<file path="config.mk">
export PLATFORM = sky130hd
export DESIGN_NAME = ula_scheduler_flat
export DESIGN_NICKNAME = d
export VERILOG_FILES = /design/src/rtl/ula_scheduler_if.sv /design/src/rtl/ula_scheduler.sv /design/src/flat_wrapper.sv
export SDC_FILE = /design/constraint.sdc
export NUM_CORES = 1
export LEC_CHECK = 0
export BUFFER_PORTS_ARGS = -buffer_cell sky130_fd_sc_hd__buf_2
export CAP_MARGIN = 10
export CORE_MARGIN = 3
export CORE_UTILIZATION = 50
export CTS_CLUSTER_DIAMETER = 40
export DETAILED_ROUTE_END_ITERATION = 10
export GPL_TIMING_DRIVEN = 0
export HOLD_SLACK_MARGIN = 0.05
export PLACE_DENSITY = 0.92
export SETUP_SLACK_MARGIN = 0.02
export SYNTH_ARGS = -nofsm -noshare
export SYNTH_HDL_FRONTEND = slang
export SYNTH_SLANG_ARGS = --single-unit
</file>
<file path="constraint.sdc">
create_clock -name clk -period 5.76 [get_ports clk]
set_input_delay 0.864 -clock clk [delete_from_list [all_inputs] [get_ports clk]]
set_output_delay 0.864 -clock clk [all_outputs]
set_load 0.05 [all_outputs]
</file>
<file path="src/rtl/ula_scheduler_if.sv">
// Signal bundle between the ULA scheduler, its two requesters and the shared ULA.
// The scheduler uses the slave modport; the environment (requesters plus ULA) uses master.
interface ula_scheduler_if #(
    parameter int W = 26
);
    logic         req0;
    logic         req1;
    logic [W-1:0] a0;
    logic [W-1:0] b0;
    logic [W-1:0] a1;
    logic [W-1:0] b1;
    logic [1:0]   cmd0;
    logic [1:0]   cmd1;
    logic         ack0;
    logic         ack1;
    logic [W-1:0] result;
    logic         carry;
    logic         err;
    logic         busy;
    logic         ula_start;
    logic [W-1:0] ula_a;
    logic [W-1:0] ula_b;
    logic [1:0]   ula_cmd;
    logic         ula_done;
    logic [W-1:0] ula_result;
    logic         ula_carry;

    modport slave (
        input  req0, req1, a0, b0, a1, b1, cmd0, cmd1,
        input  ula_done, ula_result, ula_carry,
        output ack0, ack1, result, carry, err, busy,
        output ula_start, ula_a, ula_b, ula_cmd
    );

    modport master (
        output req0, req1, a0, b0, a1, b1, cmd0, cmd1,
        output ula_done, ula_result, ula_carry,
        input  ack0, ack1, result, carry, err, busy,
        input  ula_start, ula_a, ula_b, ula_cmd
    );
endinterface

</file>
<file path="src/rtl/ula_scheduler.sv">
// Round-robin scheduler sharing one multi-cycle ULA between two requesters,
// with a stale-done guard and a wait timeout.
//
//   state   | meaning
//   --------+-----------------------------------------------------------
//   S_IDLE  | no operation; arbitrate between req0/req1
//   S_ISSUE | operands latched; ula_start high for this one cycle
//   S_WAIT  | waiting for ula_done (first cycle ignores it); timeout count
//   S_RESP  | ack pulse to the granted requester; result/carry/err valid
module ula_scheduler #(
    parameter int W       = 26,
    parameter int TIMEOUT = 65535
) (
    input logic            clk,
    input logic            reset,
    ula_scheduler_if.slave bus
);
    typedef enum logic [1:0] {
        S_IDLE  = 2'd0,
        S_ISSUE = 2'd1,
        S_WAIT  = 2'd2,
        S_RESP  = 2'd3
    } state_t;

    localparam logic [15:0] CNT_LAST = 16'(TIMEOUT - 1);

    state_t       state;
    state_t       state_nxt;
    logic         last_served;
    logic         gnt_sel;
    logic         gnt_id;
    logic [W-1:0] op_a;
    logic [W-1:0] op_b;
    logic [1:0]   op_cmd;
    logic [15:0]  wait_cnt;
    logic         any_req;
    logic         done_ok;
    logic         timed_out;

    logic         ack0_q,   ack0_d;
    logic         ack1_q,   ack1_d;
    logic [W-1:0] result_q, result_d;
    logic         carry_q,  carry_d;
    logic         err_q,    err_d;
    logic         busy_q,   busy_d;
    logic         start_q,  start_d;

    assign any_req = bus.req0 | bus.req1;

    // The counter is zero only in the first WAIT cycle, so it doubles as the stale-done guard.
    assign done_ok   = (state == S_WAIT) && (wait_cnt != 16'd0) && bus.ula_done;
    assign timed_out = (state == S_WAIT) && (wait_cnt == CNT_LAST);

    always_comb begin
        gnt_sel = 1'b0;
        if (bus.req0 && bus.req1) begin
            gnt_sel = ~last_served;
        end else if (bus.req1) begin
            gnt_sel = 1'b1;
        end
    end

    always_ff @(posedge clk) begin
        if (reset) begin
            state       <= S_IDLE;
            last_served <= 1'b1;
            gnt_id      <= 1'b0;
            op_a        <= '0;
            op_b        <= '0;
            op_cmd      <= '0;
            wait_cnt    <= '0;
            ack0_q      <= 1'b0;
            ack1_q      <= 1'b0;
            result_q    <= '0;
            carry_q     <= 1'b0;
            err_q       <= 1'b0;
            busy_q      <= 1'b0;
            start_q     <= 1'b0;
        end else begin
            state    <= state_nxt;
            ack0_q   <= ack0_d;
            ack1_q   <= ack1_d;
            result_q <= result_d;
            carry_q  <= carry_d;
            err_q    <= err_d;
            busy_q   <= busy_d;
            start_q  <= start_d;

            if (state == S_IDLE && any_req) begin
                gnt_id <= gnt_sel;
                op_a   <= gnt_sel ? bus.a1   : bus.a0;
                op_b   <= gnt_sel ? bus.b1   : bus.b0;
                op_cmd <= gnt_sel ? bus.cmd1 : bus.cmd0;
            end

            if (state == S_ISSUE) begin
                wait_cnt <= '0;
            end else if (state == S_WAIT) begin
                wait_cnt <= wait_cnt + 16'd1;
            end

            if (state == S_RESP) begin
                last_served <= gnt_id;
            end
        end
    end

    always_comb begin
        state_nxt = state;
        case (state)
            S_IDLE:  if (any_req) state_nxt = S_ISSUE;
            S_ISSUE: state_nxt = S_WAIT;
            S_WAIT:  if (done_ok || timed_out) state_nxt = S_RESP;
            S_RESP:  state_nxt = S_IDLE;
            default: state_nxt = S_IDLE;
        endcase
    end

    // Next values of the registered outputs; a real done wins over a same-cycle timeout.
    always_comb begin
        ack0_d   = 1'b0;
        ack1_d   = 1'b0;
        result_d = result_q;
        carry_d  = carry_q;
        err_d    = err_q;
        start_d  = (state_nxt == S_ISSUE);
        busy_d   = (state_nxt != S_IDLE);
        if (state == S_WAIT && state_nxt == S_RESP) begin
            ack0_d = ~gnt_id;
            ack1_d = gnt_id;
            if (done_ok) begin
                result_d = bus.ula_result;
                carry_d  = bus.ula_carry;
                err_d    = 1'b0;
            end else begin
                result_d = '0;
                carry_d  = 1'b0;
                err_d    = 1'b1;
            end
        end
    end

    assign bus.ack0      = ack0_q;
    assign bus.ack1      = ack1_q;
    assign bus.result    = result_q;
    assign bus.carry     = carry_q;
    assign bus.err       = err_q;
    assign bus.busy      = busy_q;
    assign bus.ula_start = start_q;
    assign bus.ula_a     = op_a;
    assign bus.ula_b     = op_b;
    assign bus.ula_cmd   = op_cmd;
endmodule

</file>
<file path="src/flat_wrapper.sv">
// flat-port wrapper written by rule: the top's interface ports become plain ports
module ula_scheduler_flat 
#(
    parameter int W       = 26,
    parameter int TIMEOUT = 65535
)
  (clk, reset, bus_req0, bus_req1, bus_a0, bus_b0, bus_a1, bus_b1, bus_cmd0, bus_cmd1, bus_ula_done, bus_ula_result, bus_ula_carry, bus_ack0, bus_ack1, bus_result, bus_carry, bus_err, bus_busy, bus_ula_start, bus_ula_a, bus_ula_b, bus_ula_cmd);
  ula_scheduler_if #(.W(W)) bus_i ();
  input logic clk;
  input logic reset;
  input wire logic [$bits(bus_i.req0)-1:0] bus_req0;
  input wire logic [$bits(bus_i.req1)-1:0] bus_req1;
  input wire logic [$bits(bus_i.a0)-1:0] bus_a0;
  input wire logic [$bits(bus_i.b0)-1:0] bus_b0;
  input wire logic [$bits(bus_i.a1)-1:0] bus_a1;
  input wire logic [$bits(bus_i.b1)-1:0] bus_b1;
  input wire logic [$bits(bus_i.cmd0)-1:0] bus_cmd0;
  input wire logic [$bits(bus_i.cmd1)-1:0] bus_cmd1;
  input wire logic [$bits(bus_i.ula_done)-1:0] bus_ula_done;
  input wire logic [$bits(bus_i.ula_result)-1:0] bus_ula_result;
  input wire logic [$bits(bus_i.ula_carry)-1:0] bus_ula_carry;
  output wire logic [$bits(bus_i.ack0)-1:0] bus_ack0;
  output wire logic [$bits(bus_i.ack1)-1:0] bus_ack1;
  output wire logic [$bits(bus_i.result)-1:0] bus_result;
  output wire logic [$bits(bus_i.carry)-1:0] bus_carry;
  output wire logic [$bits(bus_i.err)-1:0] bus_err;
  output wire logic [$bits(bus_i.busy)-1:0] bus_busy;
  output wire logic [$bits(bus_i.ula_start)-1:0] bus_ula_start;
  output wire logic [$bits(bus_i.ula_a)-1:0] bus_ula_a;
  output wire logic [$bits(bus_i.ula_b)-1:0] bus_ula_b;
  output wire logic [$bits(bus_i.ula_cmd)-1:0] bus_ula_cmd;
  assign bus_i.req0 = bus_req0;
  assign bus_i.req1 = bus_req1;
  assign bus_i.a0 = bus_a0;
  assign bus_i.b0 = bus_b0;
  assign bus_i.a1 = bus_a1;
  assign bus_i.b1 = bus_b1;
  assign bus_i.cmd0 = bus_cmd0;
  assign bus_i.cmd1 = bus_cmd1;
  assign bus_i.ula_done = bus_ula_done;
  assign bus_i.ula_result = bus_ula_result;
  assign bus_i.ula_carry = bus_ula_carry;
  assign bus_ack0 = bus_i.ack0;
  assign bus_ack1 = bus_i.ack1;
  assign bus_result = bus_i.result;
  assign bus_carry = bus_i.carry;
  assign bus_err = bus_i.err;
  assign bus_busy = bus_i.busy;
  assign bus_ula_start = bus_i.ula_start;
  assign bus_ula_a = bus_i.ula_a;
  assign bus_ula_b = bus_i.ula_b;
  assign bus_ula_cmd = bus_i.ula_cmd;
  ula_scheduler #(.W(W), .TIMEOUT(TIMEOUT)) u_core (.clk(clk), .reset(reset), .bus(bus_i));
endmodule
</file>
==> results of run 1 <==
cells by family (layout without fill, tap and decap cells):
group / count (synthesis) / count (layout) / share of synthesized area, %
adder cells (fa/ha/maj): 8 / 8 / 2.08
XOR/XNOR: 10 / 10 / 1.82
AO/OA/AOI/OAI: 100 / 100 / 14.8
buffers and inverters: 55 / 295 / 5.21
flip-flops: 106 / 106 / 44.2
AND/OR/NAND/NOR: 201 / 201 / 20.3
multiplexers: 56 / 56 / 11.7
other: 0 / 1 / 0
layout make-up:
cell class / instances / area share [%]
timing repair buffer: 224 / 17.8
buffer: 48 / 3.57
tap: 129 / 2.57
clock inverter: 5 / 0.996
sequential: 106 / 33.8
clock buffer: 11 / 2.09
antenna: 1 / 0.0398
multi-input combinational: 375 / 38.7
inverter: 7 / 0.418
path summary, 6_finish.rpt:
kind / startpoint / endpoint
setup / recovery: u_core.state[0] / u_core.bus.ula_b[18]
hold / removal: u_core.bus.err / u_core.bus.err
setup reg to reg: u_core.state[0] / u_core.bus.ula_b[18]
hold reg to reg: u_core.bus.err / u_core.bus.err
registers in the layout, summed over array words and instances, names as in the netlist:
name,count
u_core.bus.carry,1
u_core.bus.result,26
u_core.bus.ack0,1
u_core.gnt_id,1
u_core.bus.ula_a,26
u_core.bus.ula_cmd,2
u_core.last_served,1
u_core.bus.err,1
u_core.bus.ula_start,1
u_core.bus.ack1,1
u_core.wait_cnt,16
u_core.state,2
u_core.bus.ula_b,26
u_core.bus.busy,1
per-layer routing:
layer,share of wire [%],global-route usage [%],up-vias,routed length [um]
met5,0,0,-,0
met2,51,46.8,250,7330
met1,39,29.5,2292,5580
met3,6.8,4.72,44,980
met4,3.9,14.6,0,568
li1,-,-,2418,-
report_power, final:
| group | total, uW | internal [uW] | switching (uW) |
|---|---|---|---|
| sequential | 978 | 891 | 86.6 |
| combinational | 1350 | 341 | 1010 |
| clock | 458 | 204 | 254 |
| total | 2790 | 1440 | 1350 |
layout by cell type, fill, tap and decap left out, types with 4 or more instances in the layout:
cell	Yosys	final
nor4_1	5	5
xor2_1	4	4
nand4_1	31	31
ha_1	8	8
clkbuf_8	0	9
nand3_1	31	31
inv_1	7	7
nor2_1	72	72
a211oi_1	54	54
xnor2_1	6	6
a31oi_1	27	27
buf_2	14	238
nor3_1	5	5
a21oi_1	6	6
nand2_1	38	38
dfxtp_1	106	106
clkbuf_1	27	29
or3_1	5	5
mux2i_1	56	56
per-stage QoR:
| stage | hold slack [ps] | instance area (um2) | total power, uW | util, % |
|---|---|---|---|---|
| after floorplan | 448 | 4800 | 1980 | - |
| after global placement | 446 | 6090 | 2300 | 65.6 |
| after detailed placement | 453 | 6090 | 2340 | 65.6 |
| after CTS | 476 | 6280 | 2790 | 67.6 |
| after global routing | 522 | 6280 | 2950 | 67.7 |
| final | 479 | 6280 | 2790 | 67.7 |
==> impl_metrics.toml, run 1 <==
[setup_path]
start_kind = "flop"
end_kind = "flop"
crit_top_cell = "clkbuf_1"
critPathBufInv = 4
cp_cell_sequence = "inv_1 > ha_1 > o21a_1 > clkbuf_1 > clkbuf_1 > clkbuf_1 > a211oi_1"
crit_type = "flop to flop"
cp_num_cells = 7
critical_path_required_ps = 5970
crit_fanout = 10
regToRegSetupSlack_ps = 3460
cpMaxStageDelayCell = "clkbuf_1"
r2r_cells = 7
cpLargestDelayFamily = "buffers and inverters"
crit_arrival_ps = 2510
slowest_delay_ps = 420

[routing]
via_per_inst = 5.52
routed_wl_um = 14500
first_pass_iters = 5
first_iter_violations = 231
vias = 5004
route.detailed.wl_per_inst_um = 16.0
final_antenna_net_count = 0
drc = 0

[clock_tree]
cts_hold_buf = 0
clock_latency_ps = 360
clockRootBuffer = "clkbuf_8"
cts_resized = 0
htreeDepth = 3
cts_tree = "yes"
clock-sinks = 106
cts_made_buffers = 9
path_clk_slew_ps = 90
clockBufferDepth = 2
post_cts.repair.setup_buffers = 0

[synth]
syn_nets = 684
yosysWarnings = 0
synth_edf_count = 0
syn_inst = 536
async_flop_share_pct = 0
synth_top_area_share_pct = 44.2
yosys_register_bits = 106
synth_area_leaders = "dfxtp_1 44%, mux2i_1 12%, a211oi_1 8.4%"
synth_flop_cell = "dfxtp_1"
synthesis.area_um2 = 4800
synthTopCellsByCount = "106 x dfxtp_1, 72 x nor2_1, 56 x mux2i_1"
synth.avg_cell_area_um2 = 8.96
yosysSeqAreaShare_pct = 44.2
synth.distinct_cells = 40
yosysMostFrequentCell = "dfxtp_1"
synth.largest_area_cell = "dfxtp_1"

[global_route]
track_usage_pct = 26.3
antenna_found_initial = 1
grt_pass1_wl_um = 23500
grt_start_max_net_pins = 18
grt_pass1_vias = 4987
grt-ovfl-total = 0

[timing]
setup_viol = 0
hold_viol_final = 0
clock_skew_ps = 19.2
slew_headroom_pct = 61.0
fin_crit_ps = 2300
max_freq_mhz = 435
maxSlewViolCount = 0
worst_pin_slew_ps = 576
fin_tns_setup_ps = 0
period_share_pct = 39.9
worst_slack_ps = 3460
rsz0062_at_grt = "false"

[cells_and_area]
multi_input_area_um2 = 2430
nNetsFinal = 919
fillers = 767
final-seq-area_um2 = 2120
syn_to_final_growth_pct = 30.8
drive_gt1_share_pct = 33.8
final_cell_count_no_fill = 906

[floorplan]
die-width_um = 104
placementRows = 35
die_h_um = 104
pin_count = 226
coreArea_um2 = 9280
die-area_um2 = 10800
initial_utilization_pct = 51.7

[hold_path]
min_path_cells = 1
hp-class = "flop to flop"

[pwr]
power_density_nw_per_um2 = 444
ir_drop_uv = 360
p_leak_uw = 0.00273

[place]
gp_congestion = 0.883
port_buffers = 224
dp_worst_setup_slack_ps = 3070
dpl.hpwl_um = 11400
dp.cells = 889

[job]
maxCapViolations = 0

[run_status]
status = "finished clean"
(Power assumes the default switching activity.)
==> inputs of run 2 (changes only) <==
--- a/config.mk
+++ b/config.mk
@@ -8,12 +8,12 @@
 export BUFFER_PORTS_ARGS = -buffer_cell sky130_fd_sc_hd__buf_2
 export CAP_MARGIN = 10
 export CORE_MARGIN = 3
-export CORE_UTILIZATION = 50
+export CORE_UTILIZATION = 42
 export CTS_CLUSTER_DIAMETER = 40
 export DETAILED_ROUTE_END_ITERATION = 10
 export GPL_TIMING_DRIVEN = 0
 export HOLD_SLACK_MARGIN = 0.05
-export PLACE_DENSITY = 0.92
+export PLACE_DENSITY = 0.83
 export SETUP_SLACK_MARGIN = 0.02
 export SYNTH_ARGS = -nofsm -noshare
 export SYNTH_HDL_FRONTEND = slang
==> constraint.sdc (replaced) <==
create_clock -name clk -period 1.9 [get_ports clk]
set_input_delay 0.285 -clock clk [delete_from_list [all_inputs] [get_ports clk]]
set_output_delay 0.285 -clock clk [all_outputs]
set_load 0.05 [all_outputs]
==> run 2 against run 1 <==
Net effect: routed wire length hardly changed; non-clock buffer count rose by 2; critical endpoint is now u_core.bus.result[2]; global-route usage decreased by 4.6 points; die area up 18%; sequential power rose to 3.1 times the previous value; largest cell class unchanged; total power grew to 3.3 times the previous value; sequential cell count unchanged; clock skew down 8.6 ps; largest power group unchanged; hold slack lost 260 ps.
==> impl_metrics.toml, run 2 (synthesis results as in run 1) <==
[timing]
period_share_pct = 96.5
slew_headroom_pct = 61.0
hold_viol_final = 0
clock_skew_ps = 10.6
fin_crit_ps = 1830
maxSlewViolCount = 0
rsz0062_at_grt = "true"
setup_viol = 0
worst_pin_slew_ps = 585
max_freq_mhz = 545

[global_route]
antenna_found_initial = 0
grt_pass1_wl_um = 22500
grt_start_max_net_pins = 18
grt_pass1_vias = 4569
track_usage_pct = 21.7
grt-ovfl-total = 0

[cells_and_area]
diodes = 0
drive_gt1_share_pct = 38.4
final_common_cell = "buf_2"
nNetsFinal = 921
final_cell_count_no_fill = 918
syn_to_final_growth_pct = 37.4
fillers = 1003
final-seq-area_um2 = 2140
final_cell_mix = "234 x buf_2, 97 x dfxtp_1, 72 x nor2_1"
multi_input_area_um2 = 2520
postLayoutCoreUtil_pct = 59.8

[setup_path]
crit_arrival_ps = 2040
cpMaxStageDelayCell = "or4_4"
critical_path_required_ps = 2110
start_kind = "flop"
r2r_cells = 6
r2r_end = "u_core.bus.result[2]"
end_kind = "flop"
cp_cell_sequence = "nand4_4 > or4_4 > buf_8 > buf_6 > nand4_1 > a31oi_1"
crit_type = "flop to flop"
regToRegSetupSlack_ps = 70
slowest_delay_ps = 540
crit_fanout = 10
r2r_start = "u_core.wait_cnt[7]"

[routing]
final_antenna_net_count = 0
route.detailed.wl_per_inst_um = 15.8
vias = 4887
first_iter_violations = 328
routed_wl_um = 14500
drc = 0
via_per_inst = 5.32
first_pass_iters = 4

[clock_tree]
clockBufferDepth = 2
cts_made_buffers = 9
clock_latency_ps = 340
htreeDepth = 3
cts_hold_buf = 0
clock-sinks = 106
path_clk_slew_ps = 70
clockRootBuffer = "clkbuf_16"
cts_tree = "yes"

[hold_path]
min_to = "u_core.bus.result[1]"
hp-class = "primary input to flop"
hp-start = "bus_ula_result[1]"
min_path_cells = 3

[pwr]
power_density_nw_per_um2 = 1390
ir_drop_uv = 1090
p_leak_uw = 0.00288

[floorplan]
die-width_um = 113
die_h_um = 113
coreArea_um2 = 11000
die-area_um2 = 12800
initial_utilization_pct = 43.5
placementRows = 38
pin_count = 226

[place]
dpl.hpwl_um = 10900
gp_congestion = 0.871
dp.cells = 900
port_buffers = 224

[run_status]
status = "finished clean"

[job]
maxCapViolations = 0
[run 2: stage by stage]
stage	area, um2	TNS, ps	total power (uW)	hold WS, ps	setup slack [ps]
final	6600	0	9170	216	65.6
after global placement	6100	-12330	7050	473	-343
after detailed placement	6100	-16010	7100	475	-438
after CTS	6520	0	9100	212	6.67
after floorplan	4800	0	5990	448	40.7
after global routing	6600	-106	9630	222	-36.6
[run 2: layout make-up]
cell class,count,area share [%]
multi-input combinational,375,38.2
sequential,106,32.4
timing repair buffer,228,17.4
buffer,46,4.02
clock buffer,11,3.83
tap,140,2.65
clock inverter,5,0.910
inverter,7,0.474
[run 2: critical path, delay by kind of cell (launching register included)]
kind,cells,cell delay [ps]
buf+inv,2,300
compound gates,1,80
flops,1,490
simple gates,3,840
[run 2: metal layers]
layer | GRT usage (%) | routed length [um]
met5 | 0 | 0
met2 | 38.0 | 7380
met4 | 8.57 | 394
met1 | 26.7 | 5850
met3 | 3.16 | 839
[run 2: repair_timing]
action / 4_1_cts / 5_1_grt
buffers inserted: 1 / 3
gates resized for setup: 31 / 28
setup endpoints to repair: 89 / 65
pin swaps: 0 / 2
[run 2: worst max path at each step]
stage,endpoint,slack [ps],cells past startpoint,start
after CTS,u_core.wait_cnt[13],7,7,u_core.state[0]
after detailed placement,u_core.bus.ula_b[9],-440,7,u_core.state[0]
after floorplan,u_core.bus.carry,40,8,u_core.state[0]
final,u_core.bus.result[2],70,6,u_core.wait_cnt[7]
after global placement,u_core.bus.ula_b[24],-340,7,u_core.state[0]
after global routing,u_core.bus.result[7],-40,6,u_core.wait_cnt[8]
[run 2: power by group]
group,leakage [uW],internal (uW),switching (uW),total (uW)
logic,0.00186,1160,3090,4250
registers,0.000874,2720,272,2990
clock network,0.000152,1100,830,1930
total,0.00288,4980,4200,9170
